$ cat config.mk
export PLATFORM = sky130hd
export DESIGN_NAME = pool_ctrl_flat
export DESIGN_NICKNAME = d
export VERILOG_FILES = /design/src/rtl/pool_if.sv /design/src/rtl/pool_ctrl.sv /design/src/flat_wrapper.sv
export SDC_FILE = /design/constraint.sdc
export NUM_CORES = 1
export LEC_CHECK = 0
export ABC_AREA = 1
export ABC_CLOCK_PERIOD_IN_PS = 2200
export CORE_UTILIZATION = 56
export CTS_BUF_LIST = sky130_fd_sc_hd__clkbuf_4 sky130_fd_sc_hd__clkbuf_8
export DETAILED_ROUTE_END_ITERATION = 10
export PLACE_DENSITY = 0.76
export SKIP_LAST_GASP = 1
export SLEW_MARGIN = 20
export SYNTH_ARGS = -nofsm -noshare
export SYNTH_HDL_FRONTEND = slang
export SYNTH_SLANG_ARGS = --single-unit
$ cat constraint.sdc
create_clock -name clk -period 2.2 [get_ports clk]
set_input_delay 0.55 -clock clk [delete_from_list [all_inputs] [get_ports clk]]
set_output_delay 0.55 -clock clk [all_outputs]
set_load 0.1 [all_outputs]
$ cat src/rtl/pool_if.sv
// Handshake bundle for pool_ctrl: job control, pixel input stream, pooled result stream.
// The master modport drives jobs and pixels; the slave modport is the controller side.
interface pool_if #(
  parameter int unsigned DATA_W = 16
);
  logic              start;
  logic              busy;
  logic              done;
  logic              in_valid;
  logic              in_ready;
  logic [DATA_W-1:0] in_data;
  logic              out_valid;
  logic              out_ready;
  logic [DATA_W-1:0] out_data;
  logic [7:0]        out_ch;

  modport master (
    output start, in_valid, in_data, out_ready,
    input  busy, done, in_ready, out_valid, out_data, out_ch
  );

  modport slave (
    input  start, in_valid, in_data, out_ready,
    output busy, done, in_ready, out_valid, out_data, out_ch
  );
endinterface

$ cat src/rtl/pool_ctrl.sv
// pool_ctrl: averages CHANNELS consecutive 8x8 windows (64 beats each) from a pixel stream
// and emits one result per channel on a valid/ready output.
// Optional macro POOL_ROUND_EN: round-half-up ((sum + 32) >> 6) instead of truncation.
module pool_ctrl #(
  parameter int unsigned CHANNELS = 4,
  parameter int unsigned DATA_W   = 16
) (
  input logic   clk,
  input logic   rst,
  pool_if.slave bus
);

  localparam int unsigned AccW   = DATA_W + 6;
  localparam logic [7:0]  LastCh = 8'(CHANNELS - 1);

  typedef enum logic [1:0] {StIdle, StAccum, StOut, StDone} state_e;

  state_e            state_q;
  logic [AccW-1:0]   acc_q;
  logic [5:0]        cnt_q;
  logic [7:0]        ch_q;
  logic [DATA_W-1:0] out_data_q;
  logic              busy_q, done_q, in_ready_q, out_valid_q;

  logic [AccW-1:0]   acc_sum;
  logic [AccW-1:0]   acc_rnd;
  logic [DATA_W-1:0] avg;

  // Running sum including the beat currently offered, and its scaled average.
  // 64 * max pixel + 32 still fits in AccW bits, so neither add can wrap.
  always_comb begin
    acc_sum = acc_q + AccW'(bus.in_data);
`ifdef POOL_ROUND_EN
    acc_rnd = acc_sum + AccW'(32);
`else
    acc_rnd = acc_sum;
`endif
    avg = acc_rnd[AccW-1:6];
  end

  // Controller FSM with all outputs registered.
  always_ff @(posedge clk or posedge rst) begin
    if (rst) begin
      state_q     <= StIdle;
      acc_q       <= '0;
      cnt_q       <= '0;
      ch_q        <= '0;
      out_data_q  <= '0;
      busy_q      <= 1'b0;
      done_q      <= 1'b0;
      in_ready_q  <= 1'b0;
      out_valid_q <= 1'b0;
    end else begin
      unique case (state_q)
        StIdle: begin
          if (bus.start) begin
            acc_q      <= '0;
            cnt_q      <= '0;
            ch_q       <= '0;
            busy_q     <= 1'b1;
            in_ready_q <= 1'b1;
            state_q    <= StAccum;
          end
        end
        StAccum: begin
          if (bus.in_valid) begin
            acc_q <= acc_sum;
            cnt_q <= cnt_q + 6'd1;
            if (cnt_q == 6'd63) begin
              out_data_q  <= avg;
              in_ready_q  <= 1'b0;
              out_valid_q <= 1'b1;
              state_q     <= StOut;
            end
          end
        end
        StOut: begin
          if (bus.out_ready) begin
            out_valid_q <= 1'b0;
            if (ch_q == LastCh) begin
              done_q  <= 1'b1;
              state_q <= StDone;
            end else begin
              ch_q       <= ch_q + 8'd1;
              acc_q      <= '0;
              cnt_q      <= '0;
              in_ready_q <= 1'b1;
              state_q    <= StAccum;
            end
          end
        end
        StDone: begin
          done_q  <= 1'b0;
          busy_q  <= 1'b0;
          state_q <= StIdle;
        end
        default: state_q <= StIdle;
      endcase
    end
  end

  assign bus.busy      = busy_q;
  assign bus.done      = done_q;
  assign bus.in_ready  = in_ready_q;
  assign bus.out_valid = out_valid_q;
  assign bus.out_data  = out_data_q;
  assign bus.out_ch    = ch_q;

endmodule

$ cat src/flat_wrapper.sv
// flat-port wrapper written by rule: the top's interface ports become plain ports
module pool_ctrl_flat 
#(
  parameter int unsigned CHANNELS = 4,
  parameter int unsigned DATA_W   = 16
)
  (clk, rst, bus_start, bus_in_valid, bus_in_data, bus_out_ready, bus_busy, bus_done, bus_in_ready, bus_out_valid, bus_out_data, bus_out_ch);
  pool_if #(.DATA_W(DATA_W)) bus_i ();
  input logic clk;
  input logic rst;
  input wire logic [$bits(bus_i.start)-1:0] bus_start;
  input wire logic [$bits(bus_i.in_valid)-1:0] bus_in_valid;
  input wire logic [$bits(bus_i.in_data)-1:0] bus_in_data;
  input wire logic [$bits(bus_i.out_ready)-1:0] bus_out_ready;
  output wire logic [$bits(bus_i.busy)-1:0] bus_busy;
  output wire logic [$bits(bus_i.done)-1:0] bus_done;
  output wire logic [$bits(bus_i.in_ready)-1:0] bus_in_ready;
  output wire logic [$bits(bus_i.out_valid)-1:0] bus_out_valid;
  output wire logic [$bits(bus_i.out_data)-1:0] bus_out_data;
  output wire logic [$bits(bus_i.out_ch)-1:0] bus_out_ch;
  assign bus_i.start = bus_start;
  assign bus_i.in_valid = bus_in_valid;
  assign bus_i.in_data = bus_in_data;
  assign bus_i.out_ready = bus_out_ready;
  assign bus_busy = bus_i.busy;
  assign bus_done = bus_i.done;
  assign bus_in_ready = bus_i.in_ready;
  assign bus_out_valid = bus_i.out_valid;
  assign bus_out_data = bus_i.out_data;
  assign bus_out_ch = bus_i.out_ch;
  pool_ctrl #(.CHANNELS(CHANNELS), .DATA_W(DATA_W)) u_core (.clk(clk), .rst(rst), .bus(bus_i));
endmodule
# Yosys cells after proc, flatten, opt, wreduce, memory -nomap -nowiden
# Index checks and enable logic that the tools add are counted.
[classes] add_sub_neg=3 eq_ne=11 muxes=34 n_reduce_logical=14
[op_table] op="$mux W22" count=4
[op_table] op="$pmux W22 S3" count=1
[op_table] op="$mux W6" count=4
[op_table] op="$mux W8" count=3
[op_table] op="$add A22 B16 Y22" count=1
[op_table] op="$pmux W6 S3" count=1
[op_table] op="$pmux W8 S2" count=1
[op_table] op="$reduce_and A4 Y1" count=3
[op_table] op="$mux W1" count=10
[op_table] op="$mux W2" count=5
[op_table] op="$add A8 B1 Y8 const B" count=1
[op_table] op="$eq A8 B2 Y1 const B" count=1
[op_table] op="$ne A2 B2 Y1 const B" count=4
[op_table] op="$pmux W2 S4" count=1
[op_table] op="$reduce_bool A2 Y1" count=4
[op_table] op="$add A6 B1 Y6 const B" count=1
[op_table] op="$eq A6 B6 Y1 const B" count=1
[op_table] op="$pmux W1 S2" count=3
[op_table] op="$reduce_and A3 Y1" count=2
[op_table] op="$reduce_and A6 Y1" count=1
[op_table] op="$reduce_and A5 Y1" count=1
[op_table] op="$eq A2 B2 Y1 const B" count=2
[op_table] op="$ne A2 B1 Y1 const B" count=2
[op_table] op="$pmux W1 S3" count=1
[op_table] op="4 further kinds" count=4
[totals] ff_bits=58 input_bits=21 wordCells=71

# Logic depth before layout (Yosys ltp)
[logic_depth] depth_word=4 mapped_depth=12 mapped_depth_nobuf=12

# Least setup slack after synthesis
# Ideal clock, no wire load.
[synth_timing] kind="register to register" from="register u_core.ch_q[0] (netlist: u_core.bus.out_ch[0])" to="register u_core.ch_q[4] (netlist: u_core.bus.out_ch[4])" setup_ps=67 t_arrival_ps=2169 required_ps=2133 slack_ps=-36 path_stages_with_launch=11 period_less_slack_ps=2236 cell_sequence="dfrtp_1 > ha_1 > nand3_1 > inv_1 > nand4_1 > nor2_4 > inv_2 > nand2_4 > buf_12 > nand2_2 > nand2_2"
[synth_between] elab_chain_len=4 word_cells_on_any_way=7 cone_classes="add/sub (1); eq/ne (2); mux (3); reduce/logical (1)"
[synth_lines] element="start: declaration" line_no="pool_ctrl.sv:21" rtl="logic [7:0] ch_q;"
[synth_lines] element="start signal: assignment" line_no="pool_ctrl.sv:84" rtl="ch_q <= ch_q + 8'd1;"
[synth_lines] element="$add A8 B1 Y8" line_no="pool_ctrl.sv:84"
[synth_lines] element="$mux W8" line_no="pool_ctrl.sv:80" rtl="if (ch_q == LastCh) begin"
[synth_lines] element="$mux W8" line_no="pool_ctrl.sv:78" rtl="if (bus.out_ready) begin"
[synth_lines] element="$pmux W8 S2" line_no="pool_ctrl.sv:54" rtl="unique case (state_q)"
# Several ways; a longest one is shown, not always the timed one. The select of a mux whose other input is x is not followed.
# A chain may end at the register's enable or synchronous reset.

# Worst setup path in the final report
[layout_timing] from="input port bus_in_data[9]" to="register u_core.out_data_q[12] (netlist: u_core.bus.out_data[12])"
[layout_between] elab_chain_len=1
[layout_lines] element="start: declaration" line_no="flat_wrapper.sv:13" rtl="input wire logic [$bits(bus_i.in_data)-1:0] bus_in_data;"
[layout_lines] element="$add A22 B16 Y22" line_no="pool_ctrl.sv:32" rtl="acc_sum = acc_q + AccW'(bus.in_data);"
[layout_lines] element="end signal: assignment" line_no="pool_ctrl.sv:70" rtl="out_data_q <= avg;"
[layout_lines] element="end: declaration" line_no="pool_ctrl.sv:22" rtl="logic [DATA_W-1:0] out_data_q;"
# Every way passes these cells.

==> impl_metrics.env <==
export IMPL_status="completed"
export IMPL_critPathTopFamily="simple AND/OR/NAND/NOR gates"
export IMPL_layout_setup_ws_ns=0.109
export IMPL_grt_pass1_wl_um=17000
export IMPL_p_int_uw=2860
export IMPL_viasPerCell=5.13
export IMPL_setup_tns_ns=0
export IMPL_yosysTopAreaCell="dfrtp_1"
export IMPL_nFillCells=596
export IMPL_drt_initial_drc_count=157
export IMPL_io_pins=49
export IMPL_fin_skew_ns=0.0104
export IMPL_power_frac_seq_pct=28.0
export IMPL_cp_arrival_ns=2.32
export IMPL_globalRouteOverflowTotal=0
export IMPL_die_area_um2=7440
export IMPL_path_class="input port to register"
export IMPL_fmax_ghz=0.478
export IMPL_wl_per_cell_um=13.5
export IMPL_cts_tree="yes"
export IMPL_synth_seq_cells=58
export IMPL_worstPathRequired_ns=2.43
export IMPL_slowest_delay_ns=0.41
export IMPL_postRouteAntennaNets=0
export IMPL_ctsHoldBuffers=0
export IMPL_syn_cell_area_um2=3980
export IMPL_rsz0062_at_grt="yes"
export IMPL_async_flop_share_pct=100
export IMPL_tightest_slew_ns=0.713
export IMPL_synth_top_area_share_pct=36.5
export IMPL_cts_root_buffer="clkbuf_8"
export IMPL_synthTopCellsByCount="212 x nand2_1, 59 x inv_1, 59 x nand3_1"
export IMPL_fp_coreArea_um2=6830
export IMPL_multiInputGateArea_um2=2230
export IMPL_crit_slowest_cell="clkdlybuf4s50_1"
export IMPL_cts_buffers=9
export IMPL_num_vias=3815
export IMPL_synth_edff_count=0
export IMPL_n_antenna_cell=0
export IMPL_final_hold_viol_count=0
export IMPL_reg2reg_depth=7
export IMPL_p_comb_share_pct=52.1
export IMPL_r2r_slack_ns=0.36
export IMPL_relSlewSlack_pct=52.4
export IMPL_power_switching_uw=2280
export IMPL_start_util_pct=58.2
export IMPL_setup_violations=0
export IMPL_synth_area_top_cells="dfrtp_1 36%, nand2_1 20%, nand3_1 7.4%"
export IMPL_min_period_ns=2.09
export IMPL_clkPwrFrac_pct=19.9
export IMPL_critPathCaptureType="register"
export IMPL_vdd_ir_drop_max_uv=1100
export IMPL_syn_num_nets=597
export IMPL_pre_cts_ws_ns=-0.306
export IMPL_fin_crit_sh_pct=95.0
export IMPL_placed_area_um2=4750
export IMPL_hold_path_class="input port to async pin"
export IMPL_clkSlewWorstSetupHoldPaths_ns=0.07
export IMPL_clkSinkCount=58
export IMPL_htreeDepth=3
export IMPL_rows=30
export IMPL_slew_viol_final=0
export IMPL_die_width_um=86.3
export IMPL_die_h_um=86.3
export IMPL_synth_most_common_cell="nand2_1"
export IMPL_synth_cell_types=34
export IMPL_sw_frac_of_total_pct=44.3
export IMPL_synthFlopType="dfrtp_1"
export IMPL_power_leakage_uw=0.00266
export IMPL_yosys_warnings=0
export IMPL_synth_seq_area_share_pct=36.5
export IMPL_fin_cells=743
export IMPL_portBuffers=48
export IMPL_stdcell_area_um2=4990
export IMPL_dr_pass1_iters=4
export IMPL_dp_cells=728
export IMPL_crit_fanout=5
export IMPL_place_hpwl_um=7780
export IMPL_clock_latency_ns=0.34
export IMPL_antenna_found_initial=0
export IMPL_seq_area_um2=1450
export IMPL_power_density_nw_per_um2=1030
export IMPL_wirelength_um=10000
export IMPL_r2r_start="u_core.cnt_q[0]"
export IMPL_syn_to_final_growth_pct=25.4
export IMPL_place_congestion=0.939
export IMPL_grt_max_degree=23
export IMPL_timing_hold_ws_ns=0.422
export IMPL_cap_violations=0
export IMPL_crit_path_start_kind="input port"
export IMPL_nNetsFinal=683
export IMPL_drc_errors=0
export IMPL_synth_area_per_cell_um2=7.14
export IMPL_grt_pass1_vias=3878
export IMPL_netlist_instances=557
export IMPL_grt_use_total_pct=29.1
export IMPL_cts_buffer_depth=2
export IMPL_path_cells="clkdlybuf4s50_1, ha_1, nand2_1, inv_1, a21oi_1, nand3_1, nand2_1, nand3_1, nand3_1, nand2_1"
export IMPL_cp_buffers_inverters=2
export IMPL_drive_gt1_share_pct=19.0
export IMPL_r2r_end="u_core.bus.out_data[1]"
==> power groups by stage <==
stage               Clock, µW  Sequential (µW)  Combinational [µW]
finish                   1020             1440                2680
detailed placement          0             1450                2620
global route             1090             1460                2960
global placement            0             1440                2570
floorplan                   0             1600                1730
CTS                      1040             1430                2640
==> what timing repair did <==
action,CTS,global route
gates resized for setup,0,9
endpoints found under the hold margin,0,0
buffers inserted,0,0
endpoints found under the setup margin,0,15
==> cell families (layout without fill, tap and decap cells) <==
family                   after synthesis  count (layout)  synth area share, %
AO/OA/AOI/OAI                         44              44                 6.35
AND/OR/NAND/NOR                      353             353                 40.6
buffers and inverters                 74             164                 8.40
adder cells (fa/ha/maj)               19              19                 6.17
flip-flops                            58              58                 36.5
XOR/XNOR                               9               9                 1.98
==> cell type report <==
| cell class | instances | area share (%) |
|---|---|---|
| multi-input cells | 425 | 44.8 |
| flip-flops and latches | 58 | 29.1 |
| repair buffers | 84 | 14.6 |
| inverters | 65 | 4.99 |
| clock buffers | 11 | 3.03 |
| well taps | 96 | 2.41 |
| clock inverters | 4 | 1.03 |
==> flip-flops by register name, summed over array words and instances (netlist names) <==
signal / cells
u_core.bus.out_data: 16
u_core.bus.in_ready: 1
u_core.cnt_q: 6
u_core.bus.done: 1
u_core.bus.out_ch: 8
u_core.bus.out_valid: 1
u_core.bus.busy: 1
u_core.state_q: 2
u_core.acc_q: 22
==> worst max-delay path by stage <==
stage          cells past startpoint                      end       startpoint
2_1_floorplan                      1     u_core.bus.out_ch[0]              rst
3_3_place_gp                      11   u_core.bus.out_data[8]   bus_in_data[0]
3_5_place_dp                      11         u_core.acc_q[14]   bus_in_data[0]
4_1_cts                           11         u_core.acc_q[14]   bus_in_data[0]
5_1_grt                           12  u_core.bus.out_data[14]  bus_in_data[14]
6_report                          10  u_core.bus.out_data[12]   bus_in_data[9]
==> layer usage <==
metal	vias up	track usage (%)	wire (µm)
met2	80	53.4	5170
li1	1951	-	-
met4	0	11.7	91
met3	10	4.48	446
met1	1774	34.0	4310
met5	-	0	0
==> per-stage QoR <==
stage / total power [µW] / utilization (%)
2_1_floorplan: 3320 / -
3_3_place_gp: 4010 / 69.5
3_5_place_dp: 4070 / 69.5
4_1_cts: 5110 / 72.4
5_1_grt: 5500 / 73.0
6_report: 5140 / 73.0
==> cells in the final DEF, fill, tap and decap left out, types with 2 or more instances in the layout <==
cell type	Yosys	routed
nand2_1	212	211
nor2_2	0	2
inv_1	59	58
nor2_1	34	32
nand2_4	4	4
dfrtp_2	0	2
nor2_8	3	3
o21ai_2	4	4
buf_12	1	4
nand3_1	59	59
or2_2	4	4
inv_2	5	6
o21ai_0	11	10
a21oi_1	13	12
o21ai_1	13	14
nand4_1	7	7
nor2_4	2	2
nor3_1	9	9
buf_4	0	60
ha_4	0	2
xor2_1	5	5
ha_1	18	15
nand3b_1	8	8
clkdlybuf4s50_1	0	20
clkbuf_8	0	11
nand2_2	6	7
xnor2_1	4	4
dfrtp_1	58	56
Power figures use the tool's default switching activity.
